--- src/rtl/rsa_pkg.sv ---
// -----------------------------------------------------------------------------
// rsa_pkg
// Shared definitions for the RSA exponentiation control path:
//   - default exponent / bit-counter widths
//   - multiplier command encodings (op_sel)
//   - sequencer state encoding
// -----------------------------------------------------------------------------
package rsa_pkg;

   localparam int EXP_W_DEFAULT = 32;
   localparam int CNT_W_DEFAULT = 6;

   // op_sel encodings presented to the modular-multiplier datapath
   localparam logic OP_SQUARE = 1'b0;  // R * R
   localparam logic OP_MULT   = 1'b1;  // R * M

   typedef enum logic [2:0] {
      ST_IDLE      = 3'd0,
      ST_LOAD      = 3'd1,
      ST_SQ_ISSUE  = 3'd2,
      ST_SQ_WAIT   = 3'd3,
      ST_MUL_ISSUE = 3'd4,
      ST_MUL_WAIT  = 3'd5,
      ST_NEXT      = 3'd6,
      ST_FINISH    = 3'd7
   } state_e;

endpackage

--- src/rtl/rsa_bit_cnt.sv ---
// -----------------------------------------------------------------------------
// rsa_bit_cnt
// Loadable down-counter tracking how many exponent bits remain.
// Ports:
//   clk, rst_n  clock, synchronous active-low reset (count clears to 0)
//   load        load load_val this cycle (has priority over dec)
//   load_val    value to load
//   dec         decrement by one
//   cnt         current count
//   last        high when cnt == 1 (the bit being processed is the final one)
// -----------------------------------------------------------------------------
module rsa_bit_cnt
   import rsa_pkg::*;
#(
   parameter int CNT_W = CNT_W_DEFAULT
) (
   input  logic             clk,
   input  logic             rst_n,
   input  logic             load,
   input  logic [CNT_W-1:0] load_val,
   input  logic             dec,
   output logic [CNT_W-1:0] cnt,
   output logic             last
);

   logic [CNT_W-1:0] cnt_q;
   logic [CNT_W-1:0] cnt_d;

   // NOTE: assign the default first so every path writes cnt_d; otherwise a latch is inferred.
   always_comb begin
      cnt_d = cnt_q;
      if (load) begin
         cnt_d = load_val;
      end else if (dec) begin
         cnt_d = cnt_q - CNT_W'(1);
      end
   end

   // NOTE: sequential state uses non-blocking assignments so all flops update from pre-edge values.
   always_ff @(posedge clk) begin
      if (!rst_n) begin
         cnt_q <= '0;
      end else begin
         cnt_q <= cnt_d;
      end
   end

   assign cnt  = cnt_q;
   assign last = (cnt_q == CNT_W'(1));

endmodule

--- src/rtl/rsa_exp_sequencer.sv ---
// -----------------------------------------------------------------------------
// rsa_exp_sequencer
// Square-and-multiply control sequencer. Walks the captured exponent MSB-first
// over exp_len bits, issuing one square per bit and one multiply per set bit
// to the modular multiplier over a valid/ready command interface.
// Ports:
//   clk, rst_n  clock, synchronous active-low reset
//   start       begin exponentiation (sampled only in IDLE)
//   exp         exponent, captured on accepted start
//   exp_len     number of significant exponent bits (valid 1..EXP_W)
//   op_valid    command valid to the multiplier
//   op_sel      OP_SQUARE / OP_MULT, stable while op_valid is waiting
//   op_ready    multiplier accepts the command this cycle
//   res_valid   one-cycle completion strobe for the issued command
//   busy        high from LOAD through FINISH
//   done        one-cycle completion pulse
//   err         last start had an invalid exp_len; held until next start
// Configuration macro: RSA_SKIP_UNIT_SQ_EN -- when defined, squares are
//   suppressed until the first multiply has completed (accumulator is still 1).
// -----------------------------------------------------------------------------
module rsa_exp_sequencer
   import rsa_pkg::*;
#(
   parameter int EXP_W = EXP_W_DEFAULT,
   parameter int CNT_W = CNT_W_DEFAULT
) (
   input  logic             clk,
   input  logic             rst_n,
   input  logic             start,
   input  logic [EXP_W-1:0] exp,
   input  logic [CNT_W-1:0] exp_len,
   output logic             op_valid,
   output logic             op_sel,
   input  logic             op_ready,
   input  logic             res_valid,
   output logic             busy,
   output logic             done,
   output logic             err
);

   state_e           state_q, state_d;
   logic [EXP_W-1:0] exp_reg_q, exp_reg_d;
   logic             err_q, err_d;
   logic [CNT_W-1:0] cnt;
   logic             cnt_last;
   logic             start_acc;
   logic             len_bad;
   logic [CNT_W-1:0] bit_idx;
   logic             cur_bit;
   logic             sq_en;

   assign start_acc = (state_q == ST_IDLE) && start;
   assign len_bad   = (cnt == '0) || (cnt > CNT_W'(EXP_W));
   assign bit_idx   = cnt - CNT_W'(1);
   // Mask-and-reduce selects exp_reg[cnt-1] without an over-wide index.
   assign cur_bit   = |(exp_reg_q & (EXP_W'(1) << bit_idx));

`ifdef RSA_SKIP_UNIT_SQ_EN
   logic mul_seen_q, mul_seen_d;

   always_comb begin
      mul_seen_d = mul_seen_q;
      if (start_acc) begin
         mul_seen_d = 1'b0;
      end else if ((state_q == ST_MUL_WAIT) && res_valid) begin
         mul_seen_d = 1'b1;
      end
   end

   always_ff @(posedge clk) begin
      if (!rst_n) begin
         mul_seen_q <= 1'b0;
      end else begin
         mul_seen_q <= mul_seen_d;
      end
   end

   // Squaring 1 is pointless, so squares wait until a multiply has landed.
   assign sq_en = mul_seen_q;
`else
   assign sq_en = 1'b1;
`endif

   rsa_bit_cnt #(
      .CNT_W (CNT_W)
   ) u_bit_cnt (
      .clk      (clk),
      .rst_n    (rst_n),
      .load     (start_acc),
      .load_val (exp_len),
      .dec      ((state_q == ST_NEXT) && !cnt_last),
      .cnt      (cnt),
      .last     (cnt_last)
   );

   // State register
   always_ff @(posedge clk) begin
      if (!rst_n) begin
         state_q <= ST_IDLE;
      end else begin
         state_q <= state_d;
      end
   end

   // Next-state logic
   always_comb begin
      state_d = state_q;
      unique case (state_q)
         ST_IDLE:      if (start) state_d = ST_LOAD;
         ST_LOAD:      state_d = len_bad ? ST_FINISH : ST_SQ_ISSUE;
         ST_SQ_ISSUE: begin
            if (!sq_en) begin
               state_d = cur_bit ? ST_MUL_ISSUE : ST_NEXT;
            end else if (op_ready) begin
               state_d = ST_SQ_WAIT;
            end
         end
         ST_SQ_WAIT:   if (res_valid) state_d = cur_bit ? ST_MUL_ISSUE : ST_NEXT;
         ST_MUL_ISSUE: if (op_ready) state_d = ST_MUL_WAIT;
         ST_MUL_WAIT:  if (res_valid) state_d = ST_NEXT;
         ST_NEXT:      state_d = cnt_last ? ST_FINISH : ST_SQ_ISSUE;
         ST_FINISH:    state_d = ST_IDLE;
         default:      state_d = ST_IDLE;
      endcase
   end

   // Exponent and error registers
   always_comb begin
      exp_reg_d = exp_reg_q;
      err_d     = err_q;
      if (start_acc) begin
         exp_reg_d = exp;
         err_d     = 1'b0;
      end else if ((state_q == ST_LOAD) && len_bad) begin
         err_d = 1'b1;
      end
   end

   always_ff @(posedge clk) begin
      if (!rst_n) begin
         err_q <= 1'b0;
      end else begin
         err_q <= err_d;
      end
   end

   // NOTE: exp_reg is pure data, always reloaded before use, so it carries no reset.
   always_ff @(posedge clk) begin
      exp_reg_q <= exp_reg_d;
   end

   // Outputs: decodes of registered state only, so op_valid never depends on op_ready.
   always_comb begin
      op_valid = 1'b0;
      op_sel   = OP_SQUARE;
      busy     = (state_q != ST_IDLE);
      done     = (state_q == ST_FINISH);
      err      = err_q;
      unique case (state_q)
         ST_SQ_ISSUE:  op_valid = sq_en;
         ST_MUL_ISSUE: begin
            op_valid = 1'b1;
            op_sel   = OP_MULT;
         end
         default: ;
      endcase
   end

endmodule
--- config.mk ---
export PLATFORM = sky130hd
export DESIGN_NAME = rsa_exp_sequencer
export DESIGN_NICKNAME = d
export VERILOG_FILES = /design/src/rtl/rsa_pkg.sv /design/src/rtl/rsa_bit_cnt.sv /design/src/rtl/rsa_exp_sequencer.sv
export SDC_FILE = /design/constraint.sdc
export NUM_CORES = 1
export LEC_CHECK = 0
export ABC_AREA = 1
export CORE_MARGIN = 3
export CORE_UTILIZATION = 34
export CTS_BUF_LIST = sky130_fd_sc_hd__clkbuf_4 sky130_fd_sc_hd__clkbuf_8 sky130_fd_sc_hd__clkbuf_16
export DETAILED_ROUTE_END_ITERATION = 12
export PLACE_DENSITY = 0.68
export SLEW_MARGIN = 40
export SYNTH_ARGS = -nofsm -noshare
export SYNTH_HDL_FRONTEND = slang
export SYNTH_SLANG_ARGS = --single-unit
--- constraint.sdc ---
create_clock -name clk -period 2.3 [get_ports clk]
set_input_delay 0.345 -clock clk [delete_from_list [all_inputs] [get_ports clk]]
set_output_delay 0.345 -clock clk [all_outputs]
set_load 0.05 [all_outputs]
# --- Word level (Yosys, flattened, before mapping) ---
# Cells that the tools add are included.
totals:
  wordCells: 48
  regBits: 42
  out_inout_bits: 5
op_classes:
  n_addsub: 1
  n_mux: 13
  eq_ne: 13
  n_lt_le_gt_ge: 1
  reduce_logical: 13
  bitwise: 2
  shift: 1
op_table:
  columns: ["operator", "n"]
  rows:
  - ["AND 32 bit", 1]
  - ["OR reduction 32 bit", 1]
  - ["<< shifter 1 x 6 -> 32 bit, first input constant", 1]
  - ["case mux 3 bit (8 select lines)", 1]
  - ["two-way mux 3 bit", 7]
  - ["equality test 3 bit, second input constant", 4]
  - ["two-way mux 6 bit", 2]
  - ["!= test 2 bit, second input constant", 5]
  - ["equality test 3 x 2 -> 1 bit, second input constant", 2]
  - ["equality test 6 x 1 -> 1 bit, second input constant", 1]
  - ["greater-than comparator 6 bit, second input constant", 1]
  - ["logical NOT 6 bit", 1]
  - ["subtractor 6 x 1 -> 6 bit, second input constant", 1]
  - ["AND reduction 5 bit", 1]
  - ["OR reduction 2 bit", 2]
  - ["equality test 3 x 1 -> 1 bit, second input constant", 1]
  - ["logical AND 1 bit", 3]
  - ["logical NOT 3 bit", 1]
  - ["nonzero test 3 bit", 1]
  - ["two-way mux 1 bit", 2]
  - ["two-way mux 2 bit", 1]
  - ["nonzero test 2 bit", 1]
  - ["logical NOT 1 bit", 1]
  - ["logical OR 1 bit", 1]
  - ["inverter 1 bit", 1]

# --- Logic depth before layout (Yosys ltp) ---
depth:
  depth_word: 7
  depth_mapped: 15
  ltp_nobuf: 15

# --- Cells and area by module ---
# From an unflattened synthesis, not the netlist that was laid out.
hier_totals:
  hier_cells: 231
  area_unflattened_um2: 2120.8
by_module_without_submodules:
  columns: ["mod", "instances", "cells_per_inst", "area_per_inst_um2"]
  rows:
  - ["rsa_exp_sequencer", 1, 176, 1706.6]
  - ["rsa_bit_cnt", 1, 55, 414.1]

# --- Worst setup path after synthesis ---
# OpenSTA, ideal clock, no wires.
synth_path:
  path_kind: "reg-to-reg"
  from: "register state_q[2]"
  to: "register u_bit_cnt.cnt_q[4], in the netlist u_bit_cnt.cnt[4]"
  setup_slack_ns: -0.227
  setup_time_ns: 0.115
  arrival_time_ns: 2.412
  stages_incl_launch_ff: 11
  synth_period_minus_slack_ns: 2.527
  cell_sequence: "dfxtp_1 nor2_1 inv_1 nor2_1 inv_1 nor2_2 nor2_2 inv_1 nor2_1 o21ai_0 inv_1"
synth_via:
  elab_chain_cells: 3
  word_cells_on_any_way: 6
  cone_classes: "1 x eq/ne; 1 x mux; 4 x reduce/logical"
synth_lines:
  columns: ["element", "line", "source"]
  rows:
  - ["from (decl)", "rsa_exp_sequencer.sv:41", "state_e state_q, state_d;"]
  - ["from (signal assigned)", "rsa_exp_sequencer.sv:101", "state_q <= state_d;"]
  - ["logical NOT 3 bit (*)", "rsa_exp_sequencer.sv:52", "assign start_acc = (state_q == ST_IDLE) && start;"]
  - ["logical AND 1 bit (*)", "rsa_exp_sequencer.sv:52", null]
  - ["named net start_acc", "rsa_exp_sequencer.sv:46", "logic start_acc;"]
  - ["two-way mux 6 bit or nonzero test 2 bit (tied branches)", null, null]
  - ["to (signal assigned)", "rsa_bit_cnt.sv:44", "cnt_q <= cnt_d;"]
  - ["to (decl)", "rsa_bit_cnt.sv:26", "logic [CNT_W-1:0] cnt_q;"]
# Mark *: on every way through the listed nets, which the timed path passes. The rest lies on a longest branch.
# A chain may end at the register's enable or synchronous reset.

# --- Worst setup path in the final report ---
layout_path:
  from: "register state_q[2]"
  to: "output done"
layout_via:
  elab_chain_cells: 1
layout_lines:
  columns: ["element", "line", "source"]
  rows:
  - ["equality test 3 bit", "rsa_exp_sequencer.sv:157", "done = (state_q == ST_FINISH);"]
  - ["to (decl)", "rsa_exp_sequencer.sv:37", "output logic done,"]
# No other way between the ends.

==> impl_results.md <==
* CP bufs+invs at 1
* CP Class: flop to primary output
* CTS buffer count at 5
* Fmax at 0.468 GHz
* PwrDens at 1120 mW/mm^2
* Most frequent cells in the layout: clkdlybuf4s50_1 (45), nand2_1 (44), nand3_1 (37)
* Unrepaired setup endpoints after global routing: false
* Post-Syn Instances at 227
* Final count of pins violating max slew at 0
* Largest net degree at the start of global routing at 18
* Hold Startpoint: u_bit_cnt.cnt[0]$_SDFFE_PN0P_
* Maximum clock insertion buffer count at 2
* Req. time, crit path at 1.96 ns
* Clk_skew at 0.00538 ns
* Met2 Usage GRT at 0.204
* Placer Congestion at 0.855
* Most common cell after layout, fill and taps aside: clkdlybuf4s50_1
* Placement row count at 27
* Post-route setup TNS at 0 ns
* Crit. End Element: primary output
* Initial antenna violation count at 0
* Fin crit share at 0.928
* Leak pwr at 1.17 nW
* CTS tree: done
* Die area at 0.00713 sq mm
* Final cell count without fillers at 354
* GRT Overall Usage at 0.138
* Max_cap viols at 0
* Root Buffer: clkbuf_8
* Final min period at 2.14 ns
* P_sw at 0.00131 W
* Hold Path Sink: u_bit_cnt.cnt[0]$_SDFFE_PN0P_
* Power Total at 0.00308 W
* Yosys Warn Count at 0
* Die width at 84.4 um
* FF-to-FF End: state_q[1]$_SDFFE_PN0P_
* Hold-critical path depth at 2
* Met1 Use GR at 0.189
* DRT Pass-1 Iters at 4
* Final wirelength at 4.70 mm
* Met3 Use GR at 0.0393
* Routed Antenna Nets at 0
* Crit-path max cell delay at 0.80 ns
* Clock share of power at 0.149
* Sequential share of power at 0.390
* Mapped Avg Cell Area at 9.21 sq um
* Comb power frac at 0.461
* Most used routing layer: met2
* NumNets Final at 330
* Vias per cell at 4.89
* Dpl hpwl at 3.55 mm
* Ant. Diodes at 0
* DR WL/cell at 13.3 um
* Worst VDD drop at 0.482 mV
* Reg2reg path depth at 15
* Relative slew margins at 0.653
* Syn nets at 276
* Yosys top cell area share at 0.460
* RR Startpoint: u_bit_cnt.cnt[0]$_SDFFE_PN0P_
* Hold Path Class: flop to flop
* Core Region at 0.00571 sq mm
* Top cell type by total area after synthesis: edfxtp_1
* Total gr overflow at 0
* Mapped Area at 0.00209 sq mm
* Fin. Hold Viols at 0
* Number of fill cells at 539
* Status: complete, no violations
* Sw Ratio at 0.426
* Layout cells sized above 1 at 0.0851
* Vias at 1731
* Least-Margin Pin Slew at 0.519 ns
* Area Growth Syn to Fin at 31.2%
* Worst-path maximum fanout at 7
* Global-route wire length before repair at 7.77 mm
* Clock net sink count at 42
* Total internal power at 0.00177 W
* Worst-Skew Late Latency at 0.29 ns
* Die Span Y at 84.4 um
* Worst setup SP type: flop
* Reg-to-reg setup timing slack at 0.32 ns
* CP arrival at 1.79 ns
* DR DRC count at 0
* DRT iter0 DRCs at 123
* Port Buf Inserts at 47
* Final setup viols at 0
* Max stage delay cell, worst path: clkdlybuf4s50_1
* Crit path max-delay family: buffers and inverters
* Synth unique cells at 27
* Crit-path cells: nand2_1, nor2_1, clkdlybuf4s50_1
* Seq cells post-synth at 42
* Hold Buf Count CTS at 0
* Starting Density at 0.366
* Io pins at 48
* Vias in the first global route at 1644
* Hold WS at 0.525 ns
* Clock transition at path regs at 0.08 ns
* H-tree depth at 2
* Placed cells at 346
* Top cells by area, synth: edfxtp_1 (46%), dfxtp_1 (9.6%), nand3_1 (8.9%)
* Sequential share of the synthesized area at 0.555
[Yosys cell counts (all sizes together)]
master and count:
or2 2, nand4 2, a31oi 3, o211ai 1
o21ai 9, a21oi 6, buf 2, a22oi 1
nand2 48, inv 26, o2bb2ai 2, and3 1
nor3 1, bufinv 1, dfxtp 10, ha 6
edfxtp 32, xor2 2, nor2 33, nand3 38
o22ai 1
[area by class of cell]
cell class / instances / area [sq um] / share of cell area
clock inverter: 3 / 16.3 / 0.00593
inverter: 27 / 115 / 0.0420
tap: 72 / 90.1 / 0.0328
timing repair buffer: 49 / 490 / 0.179
sequential: 42 / 1160 / 0.424
clock buffer: 5 / 68.8 / 0.0251
multi-input combinational: 156 / 800 / 0.292
[registers in the layout, summed over array words and instances, names as in the netlist]
| register | flops |
|---|---|
| err | 1 |
| u_bit_cnt.cnt | 6 |
| state_q | 3 |
| exp_reg_q | 32 |
[repair_timing]
action,4_1_cts,5_1_grt
setup buffers,0,0
setup endpoints to repair,0,3
gates resized for setup,0,5
endpoints found under the hold margin,0,0
[per-stage QoR]
stage	area [sq um]	utilization	worst slack, ns
floorplan	2100	-	0.205
global placement	2650	0.464	0.257
detailed placement	2650	0.464	0.225
CTS	2730	0.479	0.0463
global route	2740	0.480	0.0476
finish	2740	0.480	0.165
[tightest hold or removal path: cells and delay by family (launching register included)]
family,cells,cell delay [ns]
AOI/OAI and AO/OA,1,0.07
DFF,1,0.35
and+or+nand+nor,1,0.06
[layer usage]
metal / share of wire / wire (um)
met1: 0.46 / 2140
met5: 0 / 0
met2: 0.45 / 2130
met4: 0.023 / 106
met3: 0.069 / 324
[how the worst max path moves through the flow]
| stage | start | to | slack [ns] | cells after the start |
|---|---|---|---|---|
| final | state_q[2]$_SDFFE_PN0P_ | done | 0.16 | 3 |
| after global routing | u_bit_cnt.cnt[0]$_SDFFE_PN0P_ | state_q[1]$_SDFFE_PN0P_ | 0.05 | 15 |
| after CTS | state_q[2]$_SDFFE_PN0P_ | busy | 0.05 | 5 |
| after detailed placement | u_bit_cnt.cnt[0]$_SDFFE_PN0P_ | state_q[1]$_SDFFE_PN0P_ | 0.23 | 15 |
| after global placement | u_bit_cnt.cnt[0]$_SDFFE_PN0P_ | state_q[1]$_SDFFE_PN0P_ | 0.26 | 15 |
| after floorplan | state_q[2]$_SDFFE_PN0P_ | u_bit_cnt.cnt[4]$_SDFFE_PN0P_ | 0.20 | 10 |
[power groups by stage]
stage | Sequential (W) | Combinational, W | Clock, W
6_report | 0.00120 | 0.00142 | 0.000460
5_1_grt | 0.00123 | 0.00160 | 0.000506
3_3_place_gp | 0.00122 | 0.00141 | 0
3_5_place_dp | 0.00121 | 0.00142 | 0
4_1_cts | 0.00120 | 0.00142 | 0.000470
2_1_floorplan | 0.00119 | 0.00108 | 0
[cell families after synthesis]
group / Yosys count / share of synthesized area
AND/OR/NAND/NOR: 125 / 0.269
buffers and inverters: 29 / 0.0658
XOR/XNOR: 2 / 0.00838
adder cells (fa/ha/maj): 6 / 0.0359
flip-flops: 42 / 0.555
AO/OA/AOI/OAI: 23 / 0.0652
(Power assumes the default switching activity.)
==> RTL edit, RTL diff (same settings) <==
Encoding of `state_e`: now one-hot (8 bits for 8 states).
--- a/src/rtl/rsa_pkg.sv
+++ b/src/rtl/rsa_pkg.sv
@@ -16,11 +16,11 @@
 
-   typedef enum logic [2:0] {
-      ST_IDLE      = 3'd0,
-      ST_LOAD      = 3'd1,
-      ST_SQ_ISSUE  = 3'd2,
-      ST_SQ_WAIT   = 3'd3,
-      ST_MUL_ISSUE = 3'd4,
-      ST_MUL_WAIT  = 3'd5,
-      ST_NEXT      = 3'd6,
-      ST_FINISH    = 3'd7
+   typedef enum logic [7:0] {
+      ST_IDLE      = 8'b00000001,
+      ST_LOAD      = 8'b00000010,
+      ST_SQ_ISSUE  = 8'b00000100,
+      ST_SQ_WAIT   = 8'b00001000,
+      ST_MUL_ISSUE = 8'b00010000,
+      ST_MUL_WAIT  = 8'b00100000,
+      ST_NEXT      = 8'b01000000,
+      ST_FINISH    = 8'b10000000
    } state_e;
Check against the original RTL: same outputs for any inputs over 10 cycles, from zero or initial values and one cycle with rst_n low; not proved beyond that.
==> RTL edit against the original RTL <==
- total power decreased by 1.6%
- area after synthesis is 12% higher
- wire length increased by 5.6%
- sequential cell count up 5
- non-clock buffer count unchanged
- setup slack gained 0.11 ns
- clock skew increased by 0.0024 ns
- final area grew 9.6%
==> RTL edit: results (changes against the original RTL) <==
H-Tree Depth: 2 (unchanged)
Syn nets: 310 (was 276)
Int Power: 1.78 mW (was 1.77 mW)
# placed instances: 384 (was 346)
Combinational power share: 41.3% (was 46.1%)
Register area share after synthesis: 53.7% (was 55.5%)
Wirelength per Cell: 12.7 um (was 13.3 um)
Ys flop type: edfxtp_1 (unchanged)
# nets final: 363 (was 330)
Commonest cells post-synth: nand2_1, nand3_1, inv_1, edfxtp_1, nor2_1 (was nand2_1, nand3_1, edfxtp_1, nor2_1, inv_1)
Delay-heaviest family, CP: simple AND/OR/NAND/NOR gates (was buffers and inverters)
Overall Global Routing Usage: 13.5% (was 13.8%)
GPL Wtd Cong: 0.788 (was 0.855)
Largest Register: exp_reg_q (unchanged)
Fraction of layout cells with a size suffix above 1: 12.7% (was 8.51%)
Synth area leaders: edfxtp_1, dfxtp_1, nand2_1 (was edfxtp_1, dfxtp_1, nand3_1)
Leak: 1.29 nW (was 1.17 nW)
Peak supply drop: 0.512 mV (was 0.482 mV)
Vias per inst: 4.79 (was 4.89)
Clock share of power: 16.7% (was 14.9%)
Critical path arrival: 1.68 ns (was 1.79 ns)
Total power draw: 3.03 mW (was 3.08 mW)
Cts bufs inserted: 5 (unchanged)
CP peak stage delay: 0.36 ns (was 0.80 ns)
Final HPWL DP: 3870 um (was 3550 um)
Slowest CP cell: dfxtp_1 (was clkdlybuf4s50_1)
DR iter-0 viols: 55 (was 123)
Via count: 1879 (was 1731)
Largest net degree at the start of global routing: 24 (was 18)
Global-route wire length before repair: 8160 um (was 7770 um)
Max FO, Critical Path: 4 (was 7)
Outcome: complete, no violations (unchanged)
Cell count after synthesis: 261 (was 227)
# resized after CTS: 0 (unchanged)
Antenna cells: 0 (unchanged)
Post-synth cell types: 30 (was 27)
Relative slew slack: 63.2% (was 65.3%)
Vias in the first global route: 1768 (was 1644)
Final Skew: 0.00778 ns (was 0.00538 ns)
## RTL edit: changes by cell type after synthesis, sizes merged, moves of 2 or more
cell     delta
a31oi       -2
dfxtp       +5
inv        +14
nand2      +11
nor3        +2
nor4        +5
o221ai      +2
o2bb2ai     -2
## RTL edit: through the flow
step | area, sq um | setup slack, ns
after global routing | 3010 | 0.0548
after detailed placement | 2910 | 0.322
final | 3010 | 0.275
after CTS | 3010 | 0.265
after floorplan | 2360 | 0.108
after global placement | 2910 | 0.441
## RTL edit: final cells by class
class / instances / area (sq um)
tap: 77 / 96.3
inverter: 40 / 150
sequential: 47 / 1260
multi-input combinational: 171 / 918
timing repair buffer: 49 / 488
clock buffer: 5 / 68.8
fill: 656 / 3530
clock inverter: 3 / 22.5
## RTL edit: kinds of logic (layout without fill, tap and decap cells)
family / count (synthesis) / in the layout / share of synthesized area, %
compound gates: 21 / 21 / 5.28
xor+xnor: 2 / 2 / 0.746
fa+ha+maj: 6 / 6 / 3.20
buf+inv: 43 / 97 / 7.56
flops: 47 / 47 / 53.7
simple gates: 142 / 142 / 29.5
## RTL edit: path summary, 6_finish.rpt
kind	start	end	slack (ns)	depth (start not counted)
max	state_q[5]$_SDFFE_PN0P_	op_valid	0.27	6
min	state_q[2]$_SDFFE_PN0P_	state_q[2]$_SDFFE_PN0P_	0.49	2
max reg2reg	u_bit_cnt.cnt[0]$_SDFFE_PN0P_	state_q[4]$_SDFFE_PN0P_	0.28	14
min reg2reg	state_q[2]$_SDFFE_PN0P_	state_q[2]$_SDFFE_PN0P_	0.49	2
## RTL edit: routing by layer
layer	share of wire (%)	global-route usage, %
met2	46	21.2
met3	6.2	3.78
met1	47	17.8
met4	0.89	5.01
met5	0	0
